File: src/rtl/cnn_pkg.sv
// cnn_pkg: shared definitions for the convolution datapath fill stage.
//   DATA_W         - default stream/buffer word width (four packed 16-bit values)
//   ADDR_W         - default buffer address width
//   loader_state_t - buf_loader sequencing states
//   buf_sel_t      - which buffer a registered write targets
package cnn_pkg;

  localparam int DATA_W = 64;
  localparam int ADDR_W = 16;

  typedef enum logic [1:0] {
    IDLE     = 2'd0,
    LOAD_IFM = 2'd1,
    LOAD_W   = 2'd2,
    DONE     = 2'd3
  } loader_state_t;

  typedef enum logic {
    BUF_IFM = 1'b0,
    BUF_W   = 1'b1
  } buf_sel_t;

endpackage

File: src/rtl/buf_loader_if.sv
// buf_loader_if: word stream in, shared buffer write port out.
//   s_data/s_valid/s_ready        - valid/ready word stream
//   wr_addr/wr_data               - write address/data shared by both buffers
//   ifm_ena/ifm_wea, w_ena/w_wea  - per-buffer enable / write enable
// Modports:
//   master - environment side: sources the stream, observes the write port
//   slave  - loader side: sinks the stream, drives the write port
interface buf_loader_if #(
  parameter int DATA_W = cnn_pkg::DATA_W,
  parameter int ADDR_W = cnn_pkg::ADDR_W
);

  logic [DATA_W-1:0] s_data;
  logic              s_valid;
  logic              s_ready;

  logic [ADDR_W-1:0] wr_addr;
  logic [DATA_W-1:0] wr_data;
  logic              ifm_ena;
  logic              ifm_wea;
  logic              w_ena;
  logic              w_wea;

  modport master (
    output s_data, s_valid,
    input  s_ready,
    input  wr_addr, wr_data, ifm_ena, ifm_wea, w_ena, w_wea
  );

  modport slave (
    input  s_data, s_valid,
    output s_ready,
    output wr_addr, wr_data, ifm_ena, ifm_wea, w_ena, w_wea
  );

endinterface

File: src/rtl/buf_loader_wr_port_reg.sv
// wr_port_reg: registered buffer write port for buf_loader.
// Captures one accepted word per cycle and presents it to the buffers for
// exactly the following cycle, decoding the per-buffer enables from the
// registered buffer select.
//   clk, rst             - clock, asynchronous active-high reset
//   i_we                 - a word was accepted this cycle
//   i_sel                - target buffer of the accepted word
//   i_addr, i_data       - buffer address / data of the accepted word
//   o_addr, o_data       - registered address / data
//   o_ifm_ena, o_ifm_wea - IFM buffer enable / write enable
//   o_w_ena, o_w_wea     - weight buffer enable / write enable
module wr_port_reg #(
  parameter int DATA_W = cnn_pkg::DATA_W,
  parameter int ADDR_W = cnn_pkg::ADDR_W
) (
  input  logic               clk,
  input  logic               rst,
  input  logic               i_we,
  input  cnn_pkg::buf_sel_t  i_sel,
  input  logic [ADDR_W-1:0]  i_addr,
  input  logic [DATA_W-1:0]  i_data,
  output logic [ADDR_W-1:0]  o_addr,
  output logic [DATA_W-1:0]  o_data,
  output logic               o_ifm_ena,
  output logic               o_ifm_wea,
  output logic               o_w_ena,
  output logic               o_w_wea
);

  import cnn_pkg::*;

  logic              r_we;
  buf_sel_t          r_sel;
  logic [ADDR_W-1:0] r_addr;
  logic [DATA_W-1:0] r_data;

  // Address/data only move on an accepted word; the enables alone qualify
  // the cycle, so stale values between writes are harmless.
  always_ff @(posedge clk or posedge rst) begin
    if (rst) begin
      r_we   <= 1'b0;
      r_sel  <= BUF_IFM;
      r_addr <= '0;
      r_data <= '0;
    end else begin
      r_we <= i_we;
      if (i_we) begin
        r_sel  <= i_sel;
        r_addr <= i_addr;
        r_data <= i_data;
      end
    end
  end

  assign o_addr    = r_addr;
  assign o_data    = r_data;
  // A single registered select makes the two buffers mutually exclusive.
  assign o_ifm_ena = r_we && (r_sel == BUF_IFM);
  assign o_ifm_wea = r_we && (r_sel == BUF_IFM);
  assign o_w_ena   = r_we && (r_sel == BUF_W);
  assign o_w_wea   = r_we && (r_sel == BUF_W);

endmodule

File: src/rtl/buf_loader.sv
// buf_loader: counted, back-pressured fill of the IFM buffer followed by the
// weight buffer from a valid/ready word stream.
//   clk, rst   - clock, asynchronous active-high reset
//   start      - begins a load; honoured only while idle
//   ifm_words  - IFM word count, sampled on an honoured start
//   w_words    - weight word count, sampled on an honoured start
//   bus        - stream input and shared buffer write port (slave modport)
//   busy       - load in progress (cycle after start up to done)
//   done       - one-cycle pulse after the final buffer write
// Sequence: IDLE -> LOAD_IFM -> LOAD_W -> DONE -> IDLE; empty phases are
// skipped. Addresses restart at 0 per buffer and wrap modulo 2^ADDR_W.
module buf_loader #(
  parameter int DATA_W = cnn_pkg::DATA_W,
  parameter int ADDR_W = cnn_pkg::ADDR_W,
  parameter int CNT_W  = 16
) (
  input  logic             clk,
  input  logic             rst,
  input  logic             start,
  input  logic [CNT_W-1:0] ifm_words,
  input  logic [CNT_W-1:0] w_words,
  buf_loader_if.slave      bus,
  output logic             busy,
  output logic             done
);

  import cnn_pkg::*;

  loader_state_t     r_state;
  logic [CNT_W-1:0]  r_cnt;
  logic [CNT_W-1:0]  r_ifm_n;
  logic [CNT_W-1:0]  r_w_n;
  logic              r_s_ready;
  logic              r_busy;
  logic              r_done;

  logic              w_xfer;
  logic              w_last_ifm;
  logic              w_last_w;
  buf_sel_t          w_sel;
  logic [ADDR_W-1:0] w_addr;

  assign w_xfer     = bus.s_valid && r_s_ready;
  // Counts are non-zero whenever their LOAD state is active, so the -1
  // never underflows where it matters.
  assign w_last_ifm = (r_cnt == r_ifm_n - CNT_W'(1));
  assign w_last_w   = (r_cnt == r_w_n - CNT_W'(1));
  assign w_sel      = (r_state == LOAD_W) ? BUF_W : BUF_IFM;
  assign w_addr     = ADDR_W'(r_cnt);

  // s_ready is registered alongside the state: it is set on entry to a LOAD
  // state and cleared on the edge that leaves for DONE, so it equals
  // "state is LOAD_*" without any path from s_valid.
  always_ff @(posedge clk or posedge rst) begin
    if (rst) begin
      r_state   <= IDLE;
      r_cnt     <= '0;
      r_ifm_n   <= '0;
      r_w_n     <= '0;
      r_s_ready <= 1'b0;
      r_busy    <= 1'b0;
      r_done    <= 1'b0;
    end else begin
      r_done <= 1'b0;
      unique case (r_state)
        IDLE: begin
          if (start) begin
            r_ifm_n <= ifm_words;
            r_w_n   <= w_words;
            r_cnt   <= '0;
            r_busy  <= 1'b1;
            if (ifm_words != '0) begin
              r_state   <= LOAD_IFM;
              r_s_ready <= 1'b1;
            end else if (w_words != '0) begin
              r_state   <= LOAD_W;
              r_s_ready <= 1'b1;
            end else begin
              r_state <= DONE;
            end
          end
        end

        LOAD_IFM: begin
          if (w_xfer) begin
            if (w_last_ifm) begin
              r_cnt <= '0;
              if (r_w_n != '0) begin
                r_state <= LOAD_W;
              end else begin
                r_state   <= DONE;
                r_s_ready <= 1'b0;
              end
            end else begin
              r_cnt <= r_cnt + CNT_W'(1);
            end
          end
        end

        LOAD_W: begin
          if (w_xfer) begin
            if (w_last_w) begin
              r_cnt     <= '0;
              r_state   <= DONE;
              r_s_ready <= 1'b0;
            end else begin
              r_cnt <= r_cnt + CNT_W'(1);
            end
          end
        end

        DONE: begin
          r_done    <= 1'b1;
          r_busy    <= 1'b0;
          r_s_ready <= 1'b0;
          r_state   <= IDLE;
        end

        default: begin
          r_state   <= IDLE;
          r_s_ready <= 1'b0;
        end
      endcase
    end
  end

  assign bus.s_ready = r_s_ready;
  assign busy        = r_busy;
  assign done        = r_done;

  wr_port_reg #(
    .DATA_W (DATA_W),
    .ADDR_W (ADDR_W)
  ) u_wr_port (
    .clk       (clk),
    .rst       (rst),
    .i_we      (w_xfer),
    .i_sel     (w_sel),
    .i_addr    (w_addr),
    .i_data    (bus.s_data),
    .o_addr    (bus.wr_addr),
    .o_data    (bus.wr_data),
    .o_ifm_ena (bus.ifm_ena),
    .o_ifm_wea (bus.ifm_wea),
    .o_w_ena   (bus.w_ena),
    .o_w_wea   (bus.w_wea)
  );

endmodule

File: src/flat_wrapper.sv
// flat-port wrapper written by rule: the top's interface ports become plain ports
module buf_loader_flat import cnn_pkg::*;
#(
  parameter int DATA_W = cnn_pkg::DATA_W,
  parameter int ADDR_W = cnn_pkg::ADDR_W,
  parameter int CNT_W  = 16
)
  (clk, rst, start, ifm_words, w_words, busy, done, bus_s_data, bus_s_valid, bus_s_ready, bus_wr_addr, bus_wr_data, bus_ifm_ena, bus_ifm_wea, bus_w_ena, bus_w_wea);
  buf_loader_if #(.DATA_W(DATA_W), .ADDR_W(ADDR_W)) bus_i ();
  input  logic clk;
  input  logic rst;
  input  logic start;
  input  logic [CNT_W-1:0] ifm_words;
  input  logic [CNT_W-1:0] w_words;
  output logic busy;
  output logic done;
  input wire logic [$bits(bus_i.s_data)-1:0] bus_s_data;
  input wire logic [$bits(bus_i.s_valid)-1:0] bus_s_valid;
  output wire logic [$bits(bus_i.s_ready)-1:0] bus_s_ready;
  output wire logic [$bits(bus_i.wr_addr)-1:0] bus_wr_addr;
  output wire logic [$bits(bus_i.wr_data)-1:0] bus_wr_data;
  output wire logic [$bits(bus_i.ifm_ena)-1:0] bus_ifm_ena;
  output wire logic [$bits(bus_i.ifm_wea)-1:0] bus_ifm_wea;
  output wire logic [$bits(bus_i.w_ena)-1:0] bus_w_ena;
  output wire logic [$bits(bus_i.w_wea)-1:0] bus_w_wea;
  assign bus_i.s_data = bus_s_data;
  assign bus_i.s_valid = bus_s_valid;
  assign bus_s_ready = bus_i.s_ready;
  assign bus_wr_addr = bus_i.wr_addr;
  assign bus_wr_data = bus_i.wr_data;
  assign bus_ifm_ena = bus_i.ifm_ena;
  assign bus_ifm_wea = bus_i.ifm_wea;
  assign bus_w_ena = bus_i.w_ena;
  assign bus_w_wea = bus_i.w_wea;
  buf_loader #(.DATA_W(DATA_W), .ADDR_W(ADDR_W), .CNT_W(CNT_W)) u_core (.clk(clk), .rst(rst), .start(start), .ifm_words(ifm_words), .w_words(w_words), .bus(bus_i), .busy(busy), .done(done));
endmodule
File: config.mk
export PLATFORM = sky130hd
export DESIGN_NAME = buf_loader_flat
export DESIGN_NICKNAME = d
export VERILOG_FILES = /design/src/rtl/cnn_pkg.sv /design/src/rtl/buf_loader_if.sv /design/src/rtl/buf_loader_wr_port_reg.sv /design/src/rtl/buf_loader.sv /design/src/flat_wrapper.sv
export SDC_FILE = /design/constraint.sdc
export NUM_CORES = 1
export LEC_CHECK = 0
export BUFFER_PORTS_ARGS = -buffer_cell sky130_fd_sc_hd__clkbuf_2
export CAP_MARGIN = 30
export CORE_MARGIN = 10
export CORE_UTILIZATION = 25
export CTS_CLUSTER_DIAMETER = 40
export DETAILED_ROUTE_END_ITERATION = 8
export PLACE_DENSITY = 0.44
export SLEW_MARGIN = 10
export SYNTH_ARGS = -nofsm -noshare
export SYNTH_HDL_FRONTEND = slang
export SYNTH_SLANG_ARGS = --single-unit
File: constraint.sdc
create_clock -name clk -period 9.8 [get_ports clk]
set_input_delay 0.49 -clock clk [delete_from_list [all_inputs] [get_ports clk]]
set_output_delay 0.49 -clock clk [all_outputs]
set_load 0.02 [all_outputs]
---- After elaboration in Yosys (flattened, before gate mapping) ----
Index checks and enable logic that the tools add are counted.
W data, S select, Z words.
word-level totals
  flip-flop bits (word level) ............. 135
  bits of input ports ..................... 100
  output and inout port bits .............. 87
  logic and storage cells ................. 69
cells by class
  $add $sub $neg .......................... 3
  equality and inequality tests ........... 12
  muxes and demuxes ....................... 28
  bitwise operators ....................... 1
  reductions and logical operators ........ 14
operator list
  cell                     count
  $mux W16                 5
  $pmux W16 S3             1
  $reduce_bool A16 Y1      3
  $eq A16 B16 Y1           2
  $sub A16 B1 Y16 const B  2
  $add A16 B1 Y16 const B  1
  $mux W1                  13
  $mux W2                  6
  $ne A2 B2 Y1 const B     4
  $pmux W2 S4              1
  $reduce_and A7 Y1        1
  $reduce_and A5 Y1        1
  $eq A2 B2 Y1 const B     2
  $ne A2 B1 Y1 const B     2
  $pmux W1 S4              1
  $reduce_and A2 Y1        2
  $reduce_and A4 Y1        1
  $logic_and A1 B1 Y1      3
  $ne A3 B1 Y1 const B     1
  $reduce_bool A3 Y1       1
  $eq A2 B1 Y1 const B     1
  $logic_not A2 Y1         1
  $pmux W1 S2              1
  $reduce_bool A2 Y1       1
  $not A1 Y1               1

---- Depth between registers and ports, before layout ----
  word-level depth ........................ 5
  mapped depth ............................ 12
  depth with buffers taken out ............ 11

---- Hierarchy ----
Synthesis repeated with hierarchy kept, for this count alone.
unflattened totals
  cell total of the unflattened synthesis .. 552
  area, all modules ....................... 7021.7 um^2
modules (own cells, without submodules)
  module       instances  cells each  area each (um^2)  sequential area each (um^2)
  buf_loader   1          375         3554.7            1326.3
  wr_port_reg  1          177         3467.1            2052.0

---- Worst setup path after synthesis ----
Ideal clock, no wire load.
  kind .................................... flip-flop to flip-flop
  start ................................... register u_core.r_ifm_n[0]
  end ..................................... register u_core.r_state[0]
  arrival time ............................ 2793 ps
  setup slack ............................. 6882 ps
  cell stages (with the launch flop) ...... 11
  buffers on the path ..................... 0
  period minus slack after synthesis ...... 2918 ps
  cells stage by stage .................... dfrtp_1 -> inv_1 -> ha_1 -> or3b_2 -> o41ai_1 -> nand2_1 -> nand4b_1 -> o41ai_4 -> nand2_2 -> or2_1 -> mux2_4
between the ends
  word-level cells in the longest chain between the ends .. 4
RTL lines
  what                                RTL line          RTL
  from (decl)                         buf_loader.sv:31  logic [CNT_W-1:0] r_ifm_n;
  from (signal assigned)              buf_loader.sv:68  r_ifm_n <= ifm_words;
  $sub A16 B1 Y16                     buf_loader.sv:46  assign w_last_ifm = (r_cnt == r_ifm_n - CNT_W'(1));
  $eq A16 B16 Y1                      buf_loader.sv:46
  $ne A2 B1 Y1 (no source line)       -
  $reduce_and A5 Y1 (no source line)  -
  to (signal assigned)                buf_loader.sv:56  r_state <= IDLE;
  to (signal assigned)                buf_loader.sv:73  r_state <= LOAD_IFM;
  to (signal assigned)                buf_loader.sv:76  r_state <= LOAD_W;
  to (decl)                           buf_loader.sv:29  loader_state_t r_state;
Every way passes these cells.
A chain may end at the register's enable or synchronous reset.

---- Worst setup path after layout ----
  start ................................... register u_core.r_w_n[0]
  end ..................................... register u_core.r_cnt[7]
between the ends
  word-level cells in the longest chain between the ends .. 5
RTL lines
  what                    RTL line           RTL
  from (decl)             buf_loader.sv:32   logic [CNT_W-1:0] r_w_n;
  from (signal assigned)  buf_loader.sv:69   r_w_n <= w_words;
  $sub A16 B1 Y16         buf_loader.sv:47   assign w_last_w = (r_cnt == r_w_n - CNT_W'(1));
  $eq A16 B16 Y1          buf_loader.sv:47
  $mux W16                buf_loader.sv:102  if (w_last_w) begin
  $mux W16                buf_loader.sv:101  if (w_xfer) begin
  $pmux W16 S3            buf_loader.sv:65   unique case (r_state)
  to (signal assigned)    buf_loader.sv:95   r_cnt <= r_cnt + CNT_W'(1);
  to (signal assigned)    buf_loader.sv:107  r_cnt <= r_cnt + CNT_W'(1);
  to (decl)               buf_loader.sv:30   logic [CNT_W-1:0] r_cnt;
Every way passes these cells. The select of a mux whose other input is x is not followed.

==> impl_metrics.csv <==
group,metric,value,unit
critical_path,path_class,"reg -> reg",
floorplan,core_area,26100,µm²
sta,final-hold-violation-count,0,
finish,nets,844,
sta,rsz0062_at_grt,"false",
floorplan,die_area,33400,µm²
grt,grt_start_max_net_pins,66,
clock_network,cts.htree.levels,4,
sta,tightest_slew,0.861,ns
grt,grt_pass1_vias,5292,
sta,slew_viol_final,0,
grt,antenna_found_initial,2,
critical_path,reg2reg_slack,6.50,ns
detailed_routing,drt_iter0_drc,185,
clock_network,postCtsSetupRepairBufs,0,
sta,fin_setup_tns,0,ns
yosys,yosysUniqueCellTypes,59,
clock_network,cts.clk_slew.worst_paths,0.07,ns
yosys,synth_compound_area_share,6.71,%
sta,finalSetupViolCount,0,
critical_path,crit_fanout,16,
yosys,synthArstFlopShare,100,%
finish,multi_input_area,3030,µm²
critical_path,slowest_stage,"o41ai_2",
yosys,synthSimpleGateAreaFrac,11.7,%
floorplan,die_x,183,µm
yosys,yosys.area_share.xor_xnor,5.42,%
clock_network,ctsHoldBuffers,0,
place,globalplace.congestion,0.783,
place,place_inst,1051,
sta,finalCriticalPeriod,3.30,ns
power_and_ir_drop,cellPowerDensity,319,nW/µm²
detailed_routing,totalWireLength,19.3,mm
grt,grt_overflow,0,
sta,finClkSkew,0.0126,ns
yosys,syn_inst,558,
critical_path,worstPathArrival,3.60,ns
clock_network,cts_tree,"yes",
critical_path,cp-end-kind,"flop",
detailed_routing,final_antenna_net_count,0,
yosys,ys_seq_area_share,51.0,%
detailed_routing,wl_per_cell,17.8,µm
yosys,ys.flop_type,"dfrtp_1",
hold_path,hp-class,"in -> async",
yosys,synth_nets,666,
floorplan,initial_core_util,25.4,%
floorplan,rows,59,
sta,relSlewSlack,42.6,%
clock_network,numCtsBuffers,17,
detailed_routing,via_per_inst,4.56,
yosys,synthAdderAreaFrac,1.51,%
clock_network,numClockSinks,135,
status,status,"completed",
finish,drive_gt1_share,46.8,%
clock_network,cts_buffer_depth,2,
critical_path,slowest_delay,0.55,ns
clock_network,clkLatencyLatePin,0.43,ns
place,hpwl,14.8,mm
yosys,synth.area.mux_share,20.5,%
clock_network,post_cts_resize_count,0,
grt,track_usage,11.5,%
run,max_cap_violations,0,
yosys,avgSynthCellArea,11.9,µm²
grt,grt_pass1_wl,30.4,mm
critical_path,required,10.10,ns
power_and_ir_drop,p_leak,0.00388,µW
yosys,synth_top_family_by_area,"multiplexers",
yosys,synth_warnings,0,
detailed_routing,dr_total_vias,4942,
critical_path,path_cells,"inv_1 > ha_1 > nor2b_1 > nand4_1 > xnor2_1 > o221ai_1 > a21oi_1 > o41ai_2 > a21oi_2 > and3_1 > a221o_1",
critical_path,crit_path_start_kind,"flop",
clock_network,cts_root_buf,"clkbuf_16",
floorplan,io_pins,187,
floorplan,chipHeight,183,µm
sta,fin_crit_sh,33.6,%
yosys,ys_ff_latch,135,
detailed_routing,drtPass1Iterations,5,
finish,fillers,2679,
detailed_routing,drc,0,
finish,regArea,3380,µm²
place,portBuffers,186,
finish,area_growth,28.2,%
finish,final_cells,1084,
yosys,synth_edf_count,0,
sta,fmax,0.303,GHz
power_and_ir_drop,ir_drop,0.145,mV
yosys,syn_area,6620,µm²
[registers in the layout, indices dropped and copies added (netlist names)]
name / cells
u_core.u_wr_port.r_sel: 1
u_core.r_w_n: 16
u_core.r_cnt: 16
u_core.u_wr_port.o_addr: 16
u_core.u_wr_port.r_we: 1
u_core.r_ifm_n: 16
u_core.u_wr_port.o_data: 64
u_core.done: 1
u_core.busy: 1
u_core.r_state: 2
u_core.bus.s_ready: 1
[synth_stat cells, drive strengths merged, types with 8 or more instances]
cell type    n  share of area [%]
nand3       21                1.6
a21oi       12               0.96
inv         17               0.96
xnor2       25                3.3
ha           8                1.5
mux2i        8                1.2
nor3        11               0.98
dfrtp      135                 51
nand2       36                2.1
nor4        11                1.3
clkbuf      21                1.2
mux2       113                 19
buf         11                1.0
o21ai       17                1.3
nor2        19                1.1
xor2        16                2.1
[metal layers]
metal / vias up / share of wire (%) / track usage, %
met5: - / 0 / 0
met4: 0 / 1.2 / 3.25
met3: 21 / 11 / 6.20
met2: 168 / 44 / 17.1
met1: 2387 / 43 / 14.3
li1: 2366 / - / -
[layout by cell type (no fill, tap or decap), types with 3 or more instances in the layout]
cell | netlist | final
a22o_1 | 3 | 3
clkbuf_2 | 0 | 186
or4_1 | 6 | 6
buf_4 | 2 | 3
a221o_1 | 3 | 3
clkinvlp_4 | 0 | 3
a211oi_1 | 4 | 4
clkbuf_16 | 0 | 17
nand2_1 | 35 | 35
nor4_1 | 10 | 10
ha_1 | 8 | 8
nor2_1 | 19 | 19
nor2b_1 | 5 | 5
o311ai_0 | 4 | 4
or2_2 | 5 | 5
o21ai_0 | 15 | 15
mux2_2 | 111 | 111
dfrtp_1 | 135 | 135
inv_6 | 0 | 8
xnor2_1 | 25 | 25
nand3b_1 | 4 | 4
xor2_1 | 16 | 16
mux2i_1 | 8 | 8
or3_1 | 4 | 4
nand3_1 | 21 | 21
inv_1 | 17 | 15
and3_1 | 5 | 5
nor3_1 | 9 | 9
a21oi_1 | 11 | 11
nand4_1 | 5 | 5
[through the flow]
step | total power, µW | instance area, µm² | util [%] | setup WS (ns) | hold WS [ns]
floorplan | 1730 | 6620 | - | 5.70 | 0.494
global placement | 2070 | 7850 | 30.1 | 6.55 | 0.463
detailed placement | 2080 | 7880 | 30.2 | 6.49 | 0.472
CTS | 2760 | 8470 | 32.5 | 6.48 | 0.144
global route | 2900 | 8490 | 32.6 | 6.15 | 0.181
finish | 2710 | 8490 | 32.6 | 6.50 | 0.131
[where the power goes]
| part | switching, µW | internal, µW | total, µW |
|---|---|---|---|
| logic | 587 | 480 | 1070 |
| registers | 199 | 781 | 979 |
| clock network | 279 | 381 | 660 |
[kinds of logic (layout without fill, tap and decap cells)]
kind of cell	count (synthesis)	after routing
AO/OA/AOI/OAI	61	61
XOR/XNOR	41	41
adder cells (fa/ha/maj)	8	8
buffers and inverters	49	239
flip-flops	135	135
multiplexers	121	121
other	0	1
AND/OR/NAND/NOR	143	143
[cell type report]
cell class,count,area share (%)
diodes,1,0.0295
clock buffers,17,5.01
clock inverters,14,1.93
inverters,17,0.811
multi-input cells,374,35.7
flip-flops and latches,135,39.8
well taps,335,4.94
repair buffers,191,11.7
[critical path: cells and delay by family (launching register included)]
family / cells / cell delay [ns]
flip-flops: 1 / 0.43
AND/OR/NAND/NOR: 3 / 0.85
AO/OA/AOI/OAI: 5 / 1.38
adder cells (fa/ha/maj): 1 / 0.23
XOR/XNOR: 1 / 0.20
buffers and inverters: 1 / 0.08
[path summary, 6_finish.rpt]
| path | from | to | cells past startpoint |
|---|---|---|---|
| max in group asynchronous | rst | u_core.r_w_n[13] | 4 |
| worst max-delay path | u_core.r_w_n[0] | u_core.r_cnt[7] | 11 |
| worst max register to register | u_core.r_w_n[0] | u_core.r_cnt[7] | 11 |
| min in group clk | bus_s_data[18] | u_core.u_wr_port.o_data[18] | 2 |
| worst min register to register | u_core.u_wr_port.o_addr[10] | u_core.u_wr_port.o_addr[10] | 2 |
| worst min-delay path | rst | u_core.u_wr_port.o_data[13] | 2 |
(Power assumes the default switching activity.)
